**config.mk**
```make
export PLATFORM = sky130hd
export DESIGN_NAME = lcd_stream_parallel_writer
export DESIGN_NICKNAME = d
export VERILOG_FILES = /design/src/rtl/lcd_stream_parallel_writer.sv
export SDC_FILE = /design/constraint.sdc
export NUM_CORES = 1
export LEC_CHECK = 0
export CAP_MARGIN = 20
export CORE_MARGIN = 2
export CORE_UTILIZATION = 31
export DETAILED_ROUTE_END_ITERATION = 10
export HOLD_SLACK_MARGIN = 0.08
export SLEW_MARGIN = 40
export SYNTH_ARGS = -nofsm -noshare
export SYNTH_HDL_FRONTEND = slang
export SYNTH_SLANG_ARGS = --single-unit
```
**constraint.sdc**
```tcl
create_clock -name clk -period 2.95 [get_ports clk]
set_input_delay 0.885 -clock clk [delete_from_list [all_inputs] [get_ports clk]]
set_output_delay 0.885 -clock clk [all_outputs]
set_load 0.1 [all_outputs]
```
**src/rtl/lcd_stream_parallel_writer.sv**
```systemverilog
// Avalon-ST byte stream to 8080-style parallel LCD write bus.
// First byte of each packet is a command (rs=0), later bytes are data (rs=1).
// Chip select spans the whole packet; setup/strobe/hold are clk-cycle counted.
module lcd_stream_parallel_writer #(
    parameter int unsigned SETUP_CYCLES  = 2,
    parameter int unsigned STROBE_CYCLES = 3,
    parameter int unsigned HOLD_CYCLES   = 2
) (
    input  logic       clk,
    input  logic       reset_n,
    output logic       in_ready,
    input  logic       in_valid,
    input  logic [7:0] in_data,
    input  logic       in_startofpacket,
    input  logic       in_endofpacket,
    input  logic       in_empty,
    output logic [7:0] lcd_data,
    output logic       lcd_rs,
    output logic       lcd_wr_n,
    output logic       lcd_cs_n,
    output logic       busy,
    output logic       err_orphan
);

    localparam int unsigned CW = 8;
    localparam int unsigned DW = 8;

    typedef enum logic [1:0] {
        IDLE,
        SETUP,
        STROBE,
        HOLD
    } state_e;

    state_e          state_q, state_d;
    logic [CW-1:0]   cnt_q, cnt_d;
    logic [DW-1:0]   data_q, data_d;
    logic            rs_q, rs_d;
    logic            wr_n_q, wr_n_d;
    logic            cs_n_q, cs_n_d;
    logic            rdy_q, rdy_d;
    logic            busy_q, busy_d;
    logic            err_q, err_d;
    logic            in_pkt_q, in_pkt_d;
    logic            eop_q, eop_d;

    logic            accept;
    logic            orphan;
    logic            close_empty;

    assign accept      = rdy_q & in_valid & (state_q == IDLE);
    // Empty without eop, or a non-sop beat outside a packet, is discarded.
    assign orphan      = (in_empty & ~in_endofpacket) | (~in_startofpacket & ~in_pkt_q);
    assign close_empty = in_endofpacket & in_empty;

    // State and output registers; reset drops the bus immediately.
    always_ff @(posedge clk or negedge reset_n) begin
        if (!reset_n) begin
            state_q  <= IDLE;
            cnt_q    <= '0;
            data_q   <= '0;
            rs_q     <= 1'b1;
            wr_n_q   <= 1'b1;
            cs_n_q   <= 1'b1;
            rdy_q    <= 1'b0;
            busy_q   <= 1'b0;
            err_q    <= 1'b0;
            in_pkt_q <= 1'b0;
            eop_q    <= 1'b0;
        end else begin
            state_q  <= state_d;
            cnt_q    <= cnt_d;
            data_q   <= data_d;
            rs_q     <= rs_d;
            wr_n_q   <= wr_n_d;
            cs_n_q   <= cs_n_d;
            rdy_q    <= rdy_d;
            busy_q   <= busy_d;
            err_q    <= err_d;
            in_pkt_q <= in_pkt_d;
            eop_q    <= eop_d;
        end
    end

    // Next-state: beat acceptance in IDLE, then setup/strobe/hold countdown.
    always_comb begin
        state_d  = state_q;
        cnt_d    = cnt_q;
        data_d   = data_q;
        rs_d     = rs_q;
        cs_n_d   = cs_n_q;
        err_d    = err_q;
        in_pkt_d = in_pkt_q;
        eop_d    = eop_q;

        case (state_q)
            IDLE: begin
                if (accept) begin
                    if (orphan) begin
                        err_d = 1'b1;
                    end else if (close_empty) begin
                        in_pkt_d = 1'b0;
                        cs_n_d   = 1'b1;
                    end else begin
                        data_d   = in_data;
                        rs_d     = ~in_startofpacket;
                        in_pkt_d = 1'b1;
                        cs_n_d   = 1'b0;
                        eop_d    = in_endofpacket;
                        state_d  = SETUP;
                        cnt_d    = CW'(SETUP_CYCLES - 1);
                    end
                end
            end
            SETUP: begin
                if (cnt_q == '0) begin
                    state_d = STROBE;
                    cnt_d   = CW'(STROBE_CYCLES - 1);
                end else begin
                    cnt_d = cnt_q - CW'(1);
                end
            end
            STROBE: begin
                if (cnt_q == '0) begin
                    state_d = HOLD;
                    cnt_d   = CW'(HOLD_CYCLES - 1);
                end else begin
                    cnt_d = cnt_q - CW'(1);
                end
            end
            HOLD: begin
                if (cnt_q == '0) begin
                    state_d = IDLE;
                    cnt_d   = '0;
                    if (eop_q) begin
                        in_pkt_d = 1'b0;
                        cs_n_d   = 1'b1;
                    end
                end else begin
                    cnt_d = cnt_q - CW'(1);
                end
            end
            default: begin
                state_d = IDLE;
                cnt_d   = '0;
            end
        endcase

        // Registered outputs derived from the upcoming state.
        rdy_d  = (state_d == IDLE);
        wr_n_d = (state_d != STROBE);
        busy_d = in_pkt_d | (state_d != IDLE);
    end

    assign in_ready   = rdy_q;
    assign lcd_data   = data_q;
    assign lcd_rs     = rs_q;
    assign lcd_wr_n   = wr_n_q;
    assign lcd_cs_n   = cs_n_q;
    assign busy       = busy_q;
    assign err_orphan = err_q;

endmodule

```
==> flow_summary.ini, run 1 <==
[clocking]
cts_root_buf = clkbuf_8
cts_buffers = 3
clkTransAtPathRegs_ns = 0.09
cts_tree = built
cts_max_level = 1
ctsResizeCount = 0
cts_hold_buf = 0
post_cts_buffers = 0
insertion_delay_ns = 0.27
clock_sink_count = 26
clk_path_buf_depth = 2

[sta]
fin_crit_ns = 2.392
fin_skew_ns = 0.002297
rsz0062_at_grt = false
tns_ns = 0
period_share = 0.8108
max_freq_mhz = 418.1
finalSetupViolations = 0
whs_ns = 0.4831
worstMarginPinSlew_ns = 0.6328
slew_violations = 0
hold_viol = 0
maxSlewHeadroom = 0.5766

[drt]
wl_met1_microns = 1423
route.met3.wl_microns = 145
drt-initial-drc-count = 24
dr_total_vias = 1176
remaining_drc_errors = 0
top_layer = met4
detail-route-antenna-nets = 0
dr_wl_met2_microns = 1392
routed_wl_microns = 2984
via_per_inst = 5.250
drt-wirelength-per-cell_microns = 13.32
dr.pass1.iters = 4

[synth]
syn_area_sq_um = 1369
syn_nets = 164
synth-main-ff-cell = dfrtp_1
yosys_register_bits = 26
yosysMostFrequentCell = nand2_1
post-synth-top-area-fraction = 0.4205
ys_top_cells_by_count = nand2_1 (29), dfrtp_1 (23), nor2_1 (10)
yosysSeqAreaShare = 0.4781
yosysWarnings = 0
synth_area_leaders = dfrtp_1 (42%), nand2_1 (8.0%), ha_1 (6.4%)
ys_types = 37
yosysTopAreaCell = dfrtp_1
synth_area_per_cell_sq_um = 9.572
synth-edff-count = 0
netlist_instances = 143
ys_async_sr_fraction = 1.000

[critical_path]
crit_path_max_fanout = 17
arrival_ns = 2.60
cpPeakStageDelay_ns = 0.53
worstSetupEndpointType = flop
rrSetupSlack_ns = 0.77
cpMaxStageDelayCell = or4b_1
required_ns = 3.15
startpoint_type = input port
crit_chain = clkdlybuf4s50_1 > o21bai_1 > o21a_1 > or4b_1 > a21oi_1
cp_num_buf_inv = 1
crit_type = input port to flop
crit_family = compound AO/OA/AOI/OAI gates

[floorplanning]
dieArea_sq_um = 4963
top_level_ports = 28
die_x_microns = 70.45
die_height_microns = 70.45
rows = 24
initial_core_util = 0.3188
core_area_sq_um = 4294

[global_route]
gr-total-overflow = 0
antenna_found_initial = 0
grt_first_pass_wirelength_microns = 5188
track_usage = 0.1280
grt_pass1_vias = 1125
grt_max_degree = 27

[outcome]
status = finished, final reports clean

[min_path]
min_path_type = flop to flop

[placement]
portBuffers = 27
dp_hpwl_microns = 2177
gp_congestion = 0.7866

[run]
cap_violations = 0

[cells_and_area]
drive_gt1_frac = 0.1686
nets = 194
antenna_cells = 0
area_delta_synth_final_pct = 27.15
[cells by family after synthesis]
| family | count (synthesis) | share of synthesized area |
|---|---|---|
| and+or+nand+nor | 62 | 0.2413 |
| DFF | 26 | 0.4781 |
| buffers and inverters | 10 | 0.02742 |
| adders and majority gates | 7 | 0.06398 |
| AOI/OAI and AO/OA | 38 | 0.1892 |
[area by class of cell]
| cell class | instances | area, sq um |
|---|---|---|
| fillers | 422 | 2554 |
| multi-input cells | 107 | 676.9 |
| flip-flops and latches | 26 | 654.4 |
| repair buffers | 29 | 250.2 |
| well taps | 52 | 65.06 |
| clock buffers | 3 | 41.29 |
| clock inverters | 1 | 30.03 |
| inverters | 6 | 22.52 |
[routing by layer]
layer	up-vias	track usage
met5	-	0
met4	0	0.03419
met3	3	0.02597
met2	31	0.2055
met1	565	0.1756
li1	577	-
[path summary, 6_finish.rpt]
kind | depth (start not counted) | from | endpoint
worst min register to register | 1 | err_orphan$_DFFE_PN0P_ | err_orphan$_DFFE_PN0P_
min in group asynchronous | 2 | reset_n | state_q[1]$_DFF_PN0_
worst min-delay path | 1 | err_orphan$_DFFE_PN0P_ | err_orphan$_DFFE_PN0P_
worst max-delay path | 5 | in_startofpacket | cnt_q[3]$_DFFE_PN0P_
max in group asynchronous | 2 | reset_n | lcd_rs$_DFFE_PN1P_
worst max register to register | 6 | cnt_q[0]$_DFFE_PN0P_ | busy$_DFF_PN0_
[flip-flops by register name, summed over array words and instances (netlist names)]
| name | count |
|---|---|
| busy | 1 |
| cnt_q | 8 |
| eop_q | 1 |
| err_orphan | 1 |
| in_pkt_q | 1 |
| in_ready | 1 |
| lcd_cs_n | 1 |
| lcd_data | 8 |
| lcd_rs | 1 |
| lcd_wr_n | 1 |
| state_q | 2 |
[stage by stage]
stage | instance area, sq um | util | setup slack [ns] | instances
after global placement | 1669 | 0.3887 | 0.3143 | 220
after global routing | 1740 | 0.4053 | 0.4631 | 224
after CTS | 1740 | 0.4053 | 0.5673 | 224
final | 1740 | 0.4053 | 0.5582 | 224
after detailed placement | 1669 | 0.3887 | 0.2756 | 220
after floorplan | 1369 | - | 0.8139 | 143
[cells in the final DEF, fill, tap and decap left out, types with 4 or more instances in the layout]
cell type and n:
ha_1 7, buf_4 16, clkdlybuf4s50_1 13, inv_1 6, o21ai_0 5, nand2_1 29
a211oi_1 4, or4_1 4, a21oi_1 9, dfrtp_1 23, nor2_1 10
Power of run 1 is left out: the tool's default activity adds up to more than one toggle a clock period on the data nets, which glitch-free logic cannot reach.
==> run 2, diff against run 1 <==
Clock period 2.95 ns to 1.9 ns, I/O delays scaled along.
==> run 2 against run 1 <==
Against the previous run:
- die area stayed put
- register-to-register slack got worse by 0.76 ns
- design area grew 27%
- core utilization is 11 points higher
- non-clock buffer count grew 25
- critical path depth rose by 2
- final cell count is 11% higher
- via count is 10% higher
- first-iteration DRC count increased to 2.5 times the previous value
- critical path type is now flop to flop
==> flow_summary.ini, run 2 (synthesis results as in run 1) <==
[cells_and_area]
fillCellCount = 388
area_delta_synth_final_pct = 61.70
final_cells = 249
drive_gt1_frac = 0.4162
design_area_sq_um = 2213
antenna_cells = 0
final_common_cell = nand2_1
nets = 219
most-common-layout-cells = nand2_1 (28), buf_4 (26), dfrtp_1 (20), buf_12 (14), clkdlybuf4s50_1 (12)

[critical_path]
crit_path_max_fanout = 5
worstSetupEndpointType = flop
crit_type = flop to flop
required_ns = 2.04
arrival_ns = 2.03
startpoint_type = flop

[placement]
gp_congestion = 0.8880
dp_cells = 241
dp_hpwl_microns = 2592
place_ws_ns = -0.4356
portBuffers = 27
placed_cell_area_sq_um = 2009

[global_route]
grt_pass1_vias = 1405
antenna_found_initial = 0
grt_first_pass_wirelength_microns = 6334
gr-total-overflow = 0
grt_max_degree = 27
track_usage = 0.1570

[floorplanning]
top_level_ports = 28
die_height_microns = 70.45
initial_core_util = 0.3188
rows = 24
dieArea_sq_um = 4963
die_x_microns = 70.45
core_area_sq_um = 4294

[clocking]
clk_path_buf_depth = 2
cts_hold_buf = 0
cts_buffers = 3
cts_tree = built
cts_max_level = 1
insertion_delay_ns = 0.26
cts_root_buf = clkbuf_8
clkTransAtPathRegs_ns = 0.08
clock_sink_count = 26

[sta]
finalSetupViolations = 0
setup_ws_ns = 0.01208
worstMarginPinSlew_ns = 0.3499
period_share = 0.9936
hold_viol = 0
fin_crit_ns = 1.888
rsz0062_at_grt = true
max_freq_mhz = 529.7
slew_violations = 0
maxSlewHeadroom = 0.7648
fin_skew_ns = 0.004657

[drt]
dr.pass1.iters = 5
via_per_inst = 5.197
remaining_drc_errors = 0
drt-wirelength-per-cell_microns = 14.80
detail-route-antenna-nets = 0
routed_wl_microns = 3684
drt-initial-drc-count = 60
dr_total_vias = 1294

[outcome]
status = finished, final reports clean

[run]
cap_violations = 0

[min_path]
min_path_type = flop to flop
run 2: final timing paths:
path                                       from            endpoint  slack [ns]  cells past startpoint
min                          lcd_rs$_DFFE_PN1P_  lcd_rs$_DFFE_PN1P_        0.51                      2
max reg2reg                state_q[0]$_DFF_PN0_      busy$_DFF_PN0_        0.01                      7
min in group asynchronous               reset_n      busy$_DFF_PN0_        0.67                      2
max                        state_q[0]$_DFF_PN0_      busy$_DFF_PN0_        0.01                      7
min reg2reg                  lcd_rs$_DFFE_PN1P_  lcd_rs$_DFFE_PN1P_        0.51                      2
max in group asynchronous               reset_n  lcd_rs$_DFFE_PN1P_        0.92                      2
run 2: final cells by class:
type                            count  area, sq um  area share
Inverter                            6        22.52     0.01018
Multi-Input combinational cell    107        809.5      0.3657
Tap cell                           52        65.06     0.02940
Clock buffer                        4        45.04     0.02035
Timing Repair Buffer               54        613.1      0.2770
Sequential cell                    26        658.1      0.2973
run 2: timing repair:
item                                   in CTS  in global routing
setup endpoints to repair                  11                  9
setup buffers                               2                  2
resized for setup                          18                 18
pin swaps                                   4                  8
endpoints found under the hold margin       0                  0
run 2: per-stage QoR:
stage          utilization  hold slack [ns]  TNS (ns)
2_1_floorplan            -           0.2744         0
5_1_grt             0.5154           0.5386  -0.09027
3_5_place_dp        0.4679           0.4985    -4.924
6_report            0.5154           0.5094         0
4_1_cts             0.4965           0.5133         0
3_3_place_gp        0.4679           0.4938    -4.391
run 2: routing by layer:
layer,track usage,share of wire,vias to the layer above
met1,0.2109,0.46,631
li1,-,-,628
met2,0.2579,0.50,33
met4,0.05769,0.0073,0
met3,0.02020,0.029,2
met5,0,0,-
run 2: worst max-delay path, cell delays in order (launching register included):
cell and delay (ns):
dfrtp_1 0.44, inv_2 0.09, ha_1 0.23, buf_4 0.16, nor2_1 0.11, a31o_2 0.17
a311oi_2 0.04, or4b_1 0.52
Power of run 2 is left out for the same reason.
==> run 3, diff against run 2 <==
Settings changed: CTS_BUF_LIST set to sky130_fd_sc_hd__clkbuf_8, HOLD_SLACK_MARGIN 0.08 to 0.03.
==> run 3 against run 2 <==
Against the previous run:
- flip-flop and latch count stayed put
- routed wire length is essentially flat
- setup slack hardly changed
- fmax is the same
- worst hold slack unchanged
- critical path type unchanged
- highest routed layer unchanged
==> flow_summary.ini, run 3 (synthesis results as in run 1) <==
[cells_and_area]
design_area_sq_um = 2213
final_common_cell = nand2_1
drive_gt1_frac = 0.4162
antenna_cells = 0
most-common-layout-cells = nand2_1 (28), buf_4 (26), dfrtp_1 (20), buf_12 (14), clkdlybuf4s50_1 (12)
nets = 219
area_delta_synth_final_pct = 61.70
final_cells = 249

[critical_path]
worstReg2RegStart = state_q[0]$_DFF_PN0_
worstSetupEndpointType = flop
r2r-end = busy$_DFF_PN0_
crit_type = flop to flop
rrSetupSlack_ns = 0.01
startpoint_type = flop
required_ns = 2.04
ff2ff_path_depth = 7
crit_path_max_fanout = 5
arrival_ns = 2.03

[drt]
drt-initial-drc-count = 60
dr_wl_met2_microns = 1860
dr.pass1.iters = 5
routed_wl_microns = 3683
wl_met1_microns = 1688
via_per_inst = 5.197
dr_total_vias = 1294
top_layer = met4
drt-wirelength-per-cell_microns = 14.79
remaining_drc_errors = 0
route.met3.wl_microns = 106
detail-route-antenna-nets = 0

[floorplanning]
core_area_sq_um = 4294
top_level_ports = 28
initial_core_util = 0.3188
dieArea_sq_um = 4963
rows = 24
die_x_microns = 70.45
die_height_microns = 70.45

[sta]
fin_skew_ns = 0.004806
setup_ws_ns = 0.01208
worstMarginPinSlew_ns = 0.3499
rsz0062_at_grt = true
max_freq_mhz = 529.7
fin_crit_ns = 1.888
finalSetupViolations = 0
hold_viol = 0
period_share = 0.9936
whs_ns = 0.5094
maxSlewHeadroom = 0.7648
slew_violations = 0

[clocking]
clock_sink_count = 26
cts_buffers = 3
clk_path_buf_depth = 2
cts_root_buf = clkbuf_8
cts_tree = built
insertion_delay_ns = 0.26
cts_max_level = 1
clkTransAtPathRegs_ns = 0.08

[min_path]
hold_path_depth = 2
hold_start = lcd_rs$_DFFE_PN1P_
min_to = lcd_rs$_DFFE_PN1P_
min_path_type = flop to flop

[global_route]
grt_first_pass_wirelength_microns = 6334
track_usage = 0.1570
grt_max_degree = 27
gr-total-overflow = 0
antenna_found_initial = 0
grt_pass1_vias = 1405

[run]
cap_violations = 0

[placement]
portBuffers = 27
place_ws_ns = -0.4356
gp_congestion = 0.8880
dp_hpwl_microns = 2592
placed_cell_area_sq_um = 2009
dp_cells = 241

[outcome]
status = finished, final reports clean
## run 3: worst max-delay path by stage
stage,from,end,cells after the start
final,state_q[0]$_DFF_PN0_,busy$_DFF_PN0_,7
after global routing,state_q[0]$_DFF_PN0_,busy$_DFF_PN0_,7
after CTS,in_valid,in_ready$_DFF_PN0_,6
after detailed placement,in_startofpacket,cnt_q[6]$_DFFE_PN0P_,7
after global placement,in_startofpacket,busy$_DFF_PN0_,5
after floorplan,cnt_q[0]$_DFFE_PN0P_,busy$_DFF_PN0_,6
## run 3: cell type report
| type | count | area, sq um |
|---|---|---|
| Multi-Input combinational cell | 107 | 809.5 |
| Sequential cell | 26 | 658.1 |
| Clock inverter | 1 | 3.754 |
| Clock buffer | 3 | 41.29 |
| Fill cell | 388 | 2081 |
| Tap cell | 52 | 65.06 |
| Inverter | 6 | 22.52 |
| Timing Repair Buffer | 54 | 613.1 |
## run 3: worst max-delay path: stages, from the launching register on
cell	delay (ns)
dfrtp_1	0.44
inv_2	0.09
ha_1	0.23
buf_4	0.16
nor2_1	0.11
a31o_2	0.17
a311oi_2	0.04
or4b_1	0.52
## run 3: stage by stage
| step | utilization | setup TNS (ns) |
|---|---|---|
| after global routing | 0.5154 | -0.09014 |
| final | 0.5154 | 0 |
| after detailed placement | 0.4679 | -4.924 |
| after global placement | 0.4679 | -4.391 |
| after floorplan | - | 0 |
| after CTS | 0.4965 | 0 |
## run 3: metal layers
metal / GRT usage / vias to the layer above
li1: - / 628
met1: 0.2109 / 631
met3: 0.02020 / 2
met4: 0.05769 / 0
met2: 0.2579 / 33
met5: 0 / -
## run 3: timing repair
action,CTS,global route
gates resized for setup,18,18
endpoints found under the setup margin,11,9
hold buffers,0,0
endpoints found under the hold margin,0,0
pin swaps,4,8
buffers inserted,2,2
Power of run 3 is left out for the same reason.
